<file path="src/rtl/clock_switch_pkg.sv">
// Shared definitions for the clock-switch initiator: one-hot state codes and mux select encodings.
package clock_switch_pkg;

  localparam int unsigned ST_W = 6;

  localparam logic [ST_W-1:0] ST_IDLE   = 6'b000001;
  localparam logic [ST_W-1:0] ST_SELECT = 6'b000010;
  localparam logic [ST_W-1:0] ST_HOLD   = 6'b000100;
  localparam logic [ST_W-1:0] ST_WAIT   = 6'b001000;
  localparam logic [ST_W-1:0] ST_DONE   = 6'b010000;
  localparam logic [ST_W-1:0] ST_FAIL   = 6'b100000;

  localparam logic SEL_CLK1 = 1'b0;
  localparam logic SEL_CLK2 = 1'b1;

  typedef enum logic [ST_W-1:0] {
    S_IDLE   = ST_IDLE,
    S_SELECT = ST_SELECT,
    S_HOLD   = ST_HOLD,
    S_WAIT   = ST_WAIT,
    S_DONE   = ST_DONE,
    S_FAIL   = ST_FAIL
  } state_e;

endpackage

</file>
<file path="src/rtl/clock_switch_ctrl_if.sv">
// Handshake bundle between a switch requester / PLL / detector and the clock-switch controller.
interface clock_switch_ctrl_if;
  import clock_switch_pkg::*;

  logic            req;
  logic            req_sel;
  logic            c_lock;
  logic            sw_done;
  logic            clk_sel;
  logic            pll_rst;
  logic            busy;
  logic            done;
  logic            fail;
  logic [1:0]      retries;
  logic [ST_W-1:0] state;

  modport master (
    output req, req_sel, c_lock, sw_done,
    input  clk_sel, pll_rst, busy, done, fail, retries, state
  );

  modport slave (
    input  req, req_sel, c_lock, sw_done,
    output clk_sel, pll_rst, busy, done, fail, retries, state
  );

endinterface

</file>
<file path="src/rtl/switch_timer.sv">
// Shared interval counter: synchronous clear, count enable and terminal-count compare.
module switch_timer #(
  parameter int unsigned CNT_W = 12
) (
  input  logic             clk,
  input  logic             reset,
  input  logic             clr,
  input  logic             en,
  input  logic [CNT_W-1:0] term,
  output logic             hit_c
);

  logic [CNT_W-1:0] cnt;

  always_ff @(posedge clk) begin
    if (!reset || clr) cnt <= '0;
    else if (en)       cnt <= cnt + CNT_W'(1);
  end

  assign hit_c = en && (cnt == term);

endmodule

</file>
<file path="src/rtl/clock_switch_ctrl.sv">
// Clock-switch initiator: selects a new reference source, pulses PLL reset, waits for lock
// with bounded retries, and falls back to the default source on repeated timeout.
module clock_switch_ctrl
  import clock_switch_pkg::*;
#(
  parameter int unsigned HOLD_CYCLES    = 16,
  parameter int unsigned TIMEOUT_CYCLES = 4096,
  parameter int unsigned MAX_RETRY      = 3,
  parameter int unsigned CNT_W          = 12,
  parameter logic        DEFAULT_SEL    = SEL_CLK1
) (
  input logic               clk,
  input logic               reset,
  clock_switch_ctrl_if.slave bus
);

  state_e     state_q, state_d;
  logic       clk_sel_q, clk_sel_d;
  logic       pll_rst_q, pll_rst_d;
  logic       busy_q, busy_d;
  logic       done_q, done_d;
  logic       fail_q, fail_d;
  logic [1:0] retries_q, retries_d;

  logic             tmr_clr;
  logic             tmr_en;
  logic [CNT_W-1:0] tmr_term;
  logic             tmr_hit_c;

  // One timer serves both the reset-hold interval and the lock timeout.
  assign tmr_en   = (state_q == S_HOLD) || (state_q == S_WAIT);
  assign tmr_term = (state_q == S_HOLD) ? CNT_W'(HOLD_CYCLES - 1)
                                        : CNT_W'(TIMEOUT_CYCLES - 1);
  assign tmr_clr  = (state_d != state_q);

  switch_timer #(.CNT_W(CNT_W)) u_timer (
    .clk   (clk),
    .reset (reset),
    .clr   (tmr_clr),
    .en    (tmr_en),
    .term  (tmr_term),
    .hit_c (tmr_hit_c)
  );

  always_ff @(posedge clk) begin
    if (!reset) begin
      state_q   <= S_IDLE;
      clk_sel_q <= DEFAULT_SEL;
      pll_rst_q <= 1'b0;
      busy_q    <= 1'b0;
      done_q    <= 1'b0;
      fail_q    <= 1'b0;
      retries_q <= 2'd0;
    end else begin
      state_q   <= state_d;
      clk_sel_q <= clk_sel_d;
      pll_rst_q <= pll_rst_d;
      busy_q    <= busy_d;
      done_q    <= done_d;
      fail_q    <= fail_d;
      retries_q <= retries_d;
    end
  end

  // Outputs are computed for the state being entered so they register alongside it.
  always_comb begin
    state_d   = state_q;
    clk_sel_d = clk_sel_q;
    pll_rst_d = pll_rst_q;
    done_d    = 1'b0;
    fail_d    = fail_q;
    retries_d = retries_q;

    unique case (state_q)
      S_IDLE: begin
        if (bus.req) begin
          fail_d = 1'b0;
          if (bus.req_sel != clk_sel_q) begin
            retries_d = 2'd0;
            clk_sel_d = bus.req_sel;
            pll_rst_d = 1'b1;
            state_d   = S_SELECT;
          end else begin
            done_d = 1'b1;
          end
        end
      end
      S_SELECT: state_d = S_HOLD;
      S_HOLD: begin
        if (tmr_hit_c) begin
          pll_rst_d = 1'b0;
          state_d   = S_WAIT;
        end
      end
      S_WAIT: begin
        // Lock wins over a coincident timeout.
        if (bus.c_lock && bus.sw_done) begin
          done_d  = 1'b1;
          state_d = S_DONE;
        end else if (tmr_hit_c) begin
          if (retries_q < 2'(MAX_RETRY)) begin
            retries_d = retries_q + 2'd1;
            pll_rst_d = 1'b1;
            state_d   = S_SELECT;
          end else begin
            clk_sel_d = DEFAULT_SEL;
            pll_rst_d = 1'b0;
            fail_d    = 1'b1;
            state_d   = S_FAIL;
          end
        end
      end
      S_DONE:  state_d = S_IDLE;
      S_FAIL:  state_d = S_IDLE;
      default: begin
        clk_sel_d = DEFAULT_SEL;
        pll_rst_d = 1'b0;
        state_d   = S_IDLE;
      end
    endcase

    busy_d = (state_d != S_IDLE);
  end

  assign bus.state   = state_q;
  assign bus.clk_sel = clk_sel_q;
  assign bus.pll_rst = pll_rst_q;
  assign bus.busy    = busy_q;
  assign bus.done    = done_q;
  assign bus.fail    = fail_q;
  assign bus.retries = retries_q;

endmodule

</file>
<file path="src/flat_wrapper.sv">
// flat-port wrapper written by rule: the top's interface ports become plain ports
module clock_switch_ctrl_flat import clock_switch_pkg::*;
#(
  parameter int unsigned HOLD_CYCLES    = 16,
  parameter int unsigned TIMEOUT_CYCLES = 4096,
  parameter int unsigned MAX_RETRY      = 3,
  parameter int unsigned CNT_W          = 12,
  parameter logic        DEFAULT_SEL    = SEL_CLK1
)
  (clk, reset, bus_req, bus_req_sel, bus_c_lock, bus_sw_done, bus_clk_sel, bus_pll_rst, bus_busy, bus_done, bus_fail, bus_retries, bus_state);
  clock_switch_ctrl_if bus_i ();
  input logic clk;
  input logic reset;
  input wire logic [$bits(bus_i.req)-1:0] bus_req;
  input wire logic [$bits(bus_i.req_sel)-1:0] bus_req_sel;
  input wire logic [$bits(bus_i.c_lock)-1:0] bus_c_lock;
  input wire logic [$bits(bus_i.sw_done)-1:0] bus_sw_done;
  output wire logic [$bits(bus_i.clk_sel)-1:0] bus_clk_sel;
  output wire logic [$bits(bus_i.pll_rst)-1:0] bus_pll_rst;
  output wire logic [$bits(bus_i.busy)-1:0] bus_busy;
  output wire logic [$bits(bus_i.done)-1:0] bus_done;
  output wire logic [$bits(bus_i.fail)-1:0] bus_fail;
  output wire logic [$bits(bus_i.retries)-1:0] bus_retries;
  output wire logic [$bits(bus_i.state)-1:0] bus_state;
  assign bus_i.req = bus_req;
  assign bus_i.req_sel = bus_req_sel;
  assign bus_i.c_lock = bus_c_lock;
  assign bus_i.sw_done = bus_sw_done;
  assign bus_clk_sel = bus_i.clk_sel;
  assign bus_pll_rst = bus_i.pll_rst;
  assign bus_busy = bus_i.busy;
  assign bus_done = bus_i.done;
  assign bus_fail = bus_i.fail;
  assign bus_retries = bus_i.retries;
  assign bus_state = bus_i.state;
  clock_switch_ctrl #(.HOLD_CYCLES(HOLD_CYCLES), .TIMEOUT_CYCLES(TIMEOUT_CYCLES), .MAX_RETRY(MAX_RETRY), .CNT_W(CNT_W), .DEFAULT_SEL(DEFAULT_SEL)) u_core (.clk(clk), .reset(reset), .bus(bus_i));
endmodule
</file>
<file path="config.mk">
export PLATFORM = sky130hd
export DESIGN_NAME = clock_switch_ctrl_flat
export DESIGN_NICKNAME = d
export VERILOG_FILES = /design/src/rtl/clock_switch_pkg.sv /design/src/rtl/clock_switch_ctrl_if.sv /design/src/rtl/switch_timer.sv /design/src/rtl/clock_switch_ctrl.sv /design/src/flat_wrapper.sv
export SDC_FILE = /design/constraint.sdc
export NUM_CORES = 1
export LEC_CHECK = 0
export BUFFER_PORTS_ARGS = -buffer_cell sky130_fd_sc_hd__buf_2
export CAP_MARGIN = 5
export CELL_PAD_IN_SITES_DETAIL_PLACEMENT = 0
export CELL_PAD_IN_SITES_GLOBAL_PLACEMENT = 1
export CORE_UTILIZATION = 41
export CTS_CLUSTER_DIAMETER = 80
export CTS_CLUSTER_SIZE = 8
export DETAILED_ROUTE_END_ITERATION = 12
export MAX_ROUTING_LAYER = met4
export PLACE_DENSITY_LB_ADDON = 0.1
export SLEW_MARGIN = 25
export SYNTH_ARGS = -nofsm -noshare
export SYNTH_HDL_FRONTEND = slang
export SYNTH_SLANG_ARGS = --single-unit
export TNS_END_PERCENT = 50
</file>
<file path="constraint.sdc">
create_clock -name clk -period 3 [get_ports clk]
set_input_delay 0.45 -clock clk [delete_from_list [all_inputs] [get_ports clk]]
set_output_delay 0.45 -clock clk [all_outputs]
set_load 0.02 [all_outputs]
</file>
==> flow_metrics.py, run 1 <==
metrics = {
    "run_status": {
        "status": "completed",
    },
    "worst_hold_path": {
        "min_path_type": "in -> reg",
        "min_from": "bus_req_sel",
    },
    "finish": {
        "layout_common_cells": "dfxtp_1, nor2_1, buf_2",
        "fillers": 312,
        "diodes": 0,
        "final_core_util_pct": 48.13,
        "area_delta_synth_final_pct": 9.935,
        "nets": 184,
        "final_common_cell": "dfxtp_1",
        "drive_gt1_share_pct": 14.86,
    },
    "grt": {
        "grt_max_degree": 15,
        "grt_pass1_vias": 1035,
        "grt_first_pass_wirelength_um": 4712,
        "grt_use_total_pct": 18.17,
        "grt-ovfl-total": 0,
        "antenna_found_initial": 0,
    },
    "cts": {
        "clkTransAtPathRegs_ns": 0.14,
        "cts_hold_buf": 0,
        "post_cts_resized": 0,
        "clockBufferDepth": 2,
        "cts_tree": "built",
        "insertion_delay_ns": 0.31,
        "htree_levels": 1,
        "post_cts_buffers": 0,
        "cts_buffers": 3,
        "cts-root-buf": "clkbuf_4",
        "cts.sinks": 25,
    },
    "routing": {
        "drc": 0,
        "dr_total_vias": 1189,
        "first_iter_violations": 29,
        "vias_per_cell": 5.429,
        "ant_nets": 0,
        "drtPass1Iterations": 4,
        "post_drt_wl_per_cell_um": 13.53,
        "routed_wl_um": 2963,
    },
    "synthesis": {
        "ys_ff_latch": 25,
        "synth.cell_area_um2": 1348,
        "synth_edf_count": 0,
        "synth_ff_type": "dfxtp_1",
        "synth_cell_types": 43,
        "yosysWarnings": 0,
        "synth_top_area_share_pct": 37.14,
        "async_flop_share_pct": 0,
        "synth_area_leaders": "dfxtp_1, xor2_1, nor2_1, nand2_1, nand3_1",
        "synthesis.instances": 161,
        "syn_avg_cell_area_um2": 8.370,
        "syn_nets": 169,
        "yosysTopAreaCell": "dfxtp_1",
        "synth.yosys.seq_area_share_pct": 37.14,
    },
    "placed_design": {
        "hpwl_um": 2148,
        "gp_congestion": 0.8270,
        "portBuffers": 18,
    },
    "power": {
        "power_density_nw_per_um2": 393.6,
        "leakage_nw": 0.5519,
        "peakVddDrop_mv": 0.2257,
    },
    "worst_setup_path": {
        "end_kind": "flip-flop",
        "critPathLaunchType": "flip-flop",
        "worstReg2RegStart": "u_core.bus.state[0]$_SDFF_PN1_",
        "cp-startpoint": "u_core.bus.state[0]$_SDFF_PN1_",
        "crit_slowest_cell": "or4_4",
        "critPathMaxStageDelay_ns": 0.63,
        "worst-path-max-fanout": 14,
        "worstSetupPathType": "reg -> reg",
        "cp_top_family": "simple AND/OR/NAND/NOR gates",
        "worst-path-buf-inv": 0,
        "cp.required_ns": 3.26,
        "path_cells": "or4_4 > nor4_2 > o21ai_2 > o31ai_1 > mux2i_1",
        "cp_data_arrival_time_ns": 2.77,
    },
    "flow_run": {
        "cap_violations": 0,
    },
    "timing": {
        "min_period_ns": 2.515,
        "grt_setup_unrepaired": "no",
        "max_slew_margin_pct": 40.84,
        "setup_viol": 0,
        "drv_slew": 0,
        "hold_violations": 0,
        "fin_tns_setup_ns": 0,
        "fin_crit_sh_pct": 83.84,
        "fin_skew_ns": 0.006208,
        "tightest_slew_ns": 0.8835,
        "fmax_ghz": 0.3976,
    },
    "floorplan": {
        "rows": 20,
        "io-pin-count": 19,
        "die_x_um": 59.33,
        "die_h_um": 59.33,
        "initial_utilization_pct": 43.78,
        "die_area_um2": 3520,
        "core_um2": 3078,
    },
}
## final cells by class
cell class	instances	area, µm²	share of cell area [%]
Tap cell	44	55.05	3.716
Sequential cell	25	500.5	33.78
Inverter	2	7.507	0.5068
Timing Repair Buffer	18	90.09	6.081
Multi-Input combinational cell	126	802.0	54.14
Clock buffer	4	26.28	1.774
## routing by layer
metal | GRT usage, % | vias to the layer above | wire length (µm) | share of wire [%]
met5 | - | - | 0 | 0
met4 | 6.122 | 0 | 12 | 0.40
met3 | 1.965 | 2 | 73 | 2.5
met2 | 26.81 | 20 | 1356 | 46
met1 | 25.67 | 555 | 1520 | 51
li1 | - | 612 | - | -
## logic make-up (layout without fill, tap and decap cells)
group	Yosys count	count (layout)	share of synthesized area (%)
buffers and inverters	10	24	3.342
AO/OA/AOI/OAI	30	30	15.60
AND/OR/NAND/NOR	77	77	30.83
XOR/XNOR	15	15	9.749
flip-flops	25	25	37.14
multiplexers	2	2	1.486
adder cells (fa/ha/maj)	2	2	1.857
## sequential cells by signal, indices dropped and copies added, names as in the netlist
signal and cells:
u_core.bus.clk_sel 1, u_core.u_timer.cnt 12, u_core.bus.state 6, u_core.bus.fail 1
u_core.bus.done 1, u_core.bus.pll_rst 1, u_core.bus.retries 2, u_core.bus.busy 1
## report_power, final
part,switching (mW),internal [mW]
logic,0.0526,0.0316
clock network,0.0984,0.0519
registers,0.00914,0.339
## worst paths after layout
| path | end | slack, ns | cells past startpoint |
|---|---|---|---|
| max reg2reg | u_core.bus.retries[1]$_SDFFE_PN0P_ | 0.48 | 5 |
| min | u_core.bus.clk_sel$_SDFFE_PN0P_ | 0.40 | 3 |
| max | u_core.bus.retries[1]$_SDFFE_PN0P_ | 0.48 | 5 |
| min reg2reg | u_core.bus.pll_rst$_SDFFE_PN0P_ | 0.47 | 2 |
## worst reg2reg max path, delay by kind of cell, from the launching register on
kind            cells  cell delay, ns
compound gates      2            0.69
flops               1            0.46
mux                 1            0.24
simple gates        2            1.07
## cell usage after synthesis (4+ instances only)
cell,n
clkbuf_1,4
nor2_1,18
nand2_1,16
o21ai_0,5
nor3_1,6
xnor2_1,4
dfxtp_1,25
nand3_1,9
xor2_1,11
nor4_1,4
a21oi_1,6
## per-stage QoR
stage | cell area (µm²) | setup WS [ns] | power, mW | instances | hold WS (ns)
2_1_floorplan | 1348 | 0.7269 | 0.4186 | 161 | 0.4838
3_3_place_gp | 1455 | 0.6122 | 0.4397 | 215 | 0.4409
3_5_place_dp | 1455 | 0.5612 | 0.4398 | 215 | 0.4529
4_1_cts | 1481 | 0.5218 | 0.5903 | 219 | 0.4021
5_1_grt | 1481 | 0.3371 | 0.6166 | 219 | 0.4013
6_report | 1481 | 0.4848 | 0.5830 | 219 | 0.4027
(Power assumes the default switching activity.)
==> run 2, diff against run 1 <==
--- a/config.mk
+++ b/config.mk
@@ -9,7 +9,7 @@
 export CAP_MARGIN = 5
 export CELL_PAD_IN_SITES_DETAIL_PLACEMENT = 0
 export CELL_PAD_IN_SITES_GLOBAL_PLACEMENT = 1
-export CORE_UTILIZATION = 41
+export CORE_UTILIZATION = 37
 export CTS_CLUSTER_DIAMETER = 80
 export CTS_CLUSTER_SIZE = 8
 export DETAILED_ROUTE_END_ITERATION = 12
==> constraint.sdc (replaced) <==
create_clock -name clk -period 2 [get_ports clk]
set_input_delay 0.3 -clock clk [delete_from_list [all_inputs] [get_ports clk]]
set_output_delay 0.3 -clock clk [all_outputs]
set_load 0.02 [all_outputs]
==> flow_metrics.py, run 2 (synthesis gave the netlist of run 1 again) <==
metrics = {
    "cts": {
        "cts-root-buf": "clkbuf_4",
        "insertion_delay_ns": 0.33,
        "cts_hold_buf": 0,
        "cts_buffers": 3,
        "cts.sinks": 25,
        "htree_levels": 1,
        "clockBufferDepth": 2,
        "clkTransAtPathRegs_ns": 0.15,
        "cts_tree": "built",
    },
    "worst_hold_path": {
        "min_path_type": "in -> reg",
    },
    "timing": {
        "max_slew_margin_pct": 75.88,
        "hold_violations": 0,
        "fin_skew_ns": 0.003414,
        "min_period_ns": 2.054,
        "fin_tns_setup_ns": -0.1578,
        "setup_viol": 9,
        "drv_slew": 0,
        "tightest_slew_ns": 0.3597,
        "fin_crit_sh_pct": 102.7,
        "fmax_ghz": 0.4868,
        "grt_setup_unrepaired": "yes",
        "setup_slack_ns": -0.05443,
    },
    "power": {
        "leakage_nw": 0.7099,
        "total_power_mw": 0.9230,
        "comb_power_share_pct": 17.1,
        "p_sw_share_pct": 29.72,
        "internal_power_mw": 0.6486,
        "p_sw_mw": 0.2744,
        "power_density_nw_per_um2": 523.2,
        "seqPwrFrac_pct": 55.7,
        "pwr-share-clk_pct": 27.2,
        "peakVddDrop_mv": 0.2505,
    },
    "routing": {
        "drc": 0,
        "drtPass1Iterations": 4,
        "top_layer": "met4",
        "ant_nets": 0,
        "routedLengthMet1_um": 1699,
        "vias_per_cell": 5.283,
        "post_drt_wl_per_cell_um": 13.71,
        "dr_total_vias": 1305,
        "wl_met3_um": 137,
        "wl_met2_um": 1516,
        "routed_wl_um": 3387,
        "first_iter_violations": 55,
    },
    "placed_design": {
        "hpwl_um": 2517,
        "pre_cts_ws_ns": -0.04877,
        "placed_cell_area_um2": 1647,
        "portBuffers": 18,
        "gp_congestion": 0.7845,
    },
    "floorplan": {
        "core_um2": 3416,
        "initial_utilization_pct": 39.45,
        "rows": 21,
        "die_x_um": 62.35,
        "die_h_um": 62.35,
        "die_area_um2": 3888,
        "io-pin-count": 19,
    },
    "run_status": {
        "violations": "setup timing",
        "status": "complete, but fails checks",
    },
    "grt": {
        "grt-ovfl-total": 0,
        "grt_pass1_vias": 1242,
        "antenna_found_initial": 0,
        "grt_use_total_pct": 18.81,
        "grt_max_degree": 16,
        "grt_first_pass_wirelength_um": 5720,
    },
    "worst_setup_path": {
        "end_kind": "flip-flop",
        "worst-path-max-fanout": 5,
        "cp.required_ns": 2.28,
        "worstSetupPathType": "reg -> reg",
        "critPathLaunchType": "flip-flop",
        "cp_data_arrival_time_ns": 2.34,
    },
    "finish": {
        "final_common_cell": "buf_4",
        "largest_reg_flops": 12,
        "largest_register": "u_core.u_timer.cnt",
        "nets": 210,
        "diodes": 0,
        "drive_gt1_share_pct": 33.33,
        "final_core_util_pct": 51.65,
        "stdcell_area_um2": 1764,
        "area_delta_synth_final_pct": 30.92,
        "layout_common_cells": "buf_4, dfxtp_1, buf_2",
    },
    "flow_run": {
        "cap_violations": 0,
    },
}
-- run 2: cell count changes in the layout (fill, tap and decap cells not counted), moves of 3 or more --
cell | before | now
buf_4 | 0 | 24
dfxtp_1 | 25 | 21
or4_1 | 3 | 0
or4_4 | 1 | 4
-- run 2: final timing paths --
kind	from	end	slack (ns)	depth (start not counted)
worst max-delay path	u_core.bus.state[4]$_SDFF_PN0_	u_core.bus.retries[0]$_SDFFE_PN0P_	-0.05	6
worst min register to register	u_core.bus.fail$_SDFFE_PN0P_	u_core.bus.fail$_SDFFE_PN0P_	0.48	2
worst max register to register	u_core.bus.state[4]$_SDFF_PN0_	u_core.bus.retries[0]$_SDFFE_PN0P_	-0.05	6
worst min-delay path	bus_req_sel	u_core.bus.clk_sel$_SDFFE_PN0P_	0.22	3
-- run 2: metal layers --
layer  GRT usage [%]  vias up
met1           26.16      610
met5               -        -
met3           1.654        5
met2           29.12       33
li1                -      657
met4           5.233        0
-- run 2: power by group through the flow --
| stage | Clock, mW | Sequential (mW) | Combinational (mW) |
|---|---|---|---|
| 6_report | 0.251 | 0.514 | 0.158 |
| 5_1_grt | 0.279 | 0.515 | 0.171 |
| 4_1_cts | 0.253 | 0.514 | 0.152 |
| 3_5_place_dp | 0 | 0.524 | 0.151 |
| 3_3_place_gp | 0 | 0.524 | 0.152 |
| 2_1_floorplan | 0 | 0.540 | 0.0893 |
-- run 2: layout make-up --
class | instances | area, µm²
sequential | 25 | 510.5
clock inverter | 1 | 6.256
multi-input combinational | 126 | 867.1
clock buffer | 3 | 22.52
inverter | 2 | 7.507
tap | 46 | 57.56
fill | 346 | 1652
timing repair buffer | 44 | 292.8
-- run 2: metrics by stage --
stage	hold slack, ns	cells
floorplan	0.4505	161
global placement	0.4425	240
detailed placement	0.4595	240
CTS	0.2330	245
global route	0.2565	247
finish	0.2241	247
-- run 2: what timing repair did --
action                                  CTS  global route
pin swaps                                 2             2
endpoints found under the hold margin     0             0
setup buffers                             1             2
resized for setup                         3            12
endpoints found under the setup margin   17            18
-- run 2: worst max-delay path, stage by stage (launching register included) --
cell and delay [ns]:
dfxtp_4 0.37, or4_4 0.59, buf_6 0.16, nor2_2 0.15, nand2_1 0.12, or4_4 0.50, a21oi_2 0.12
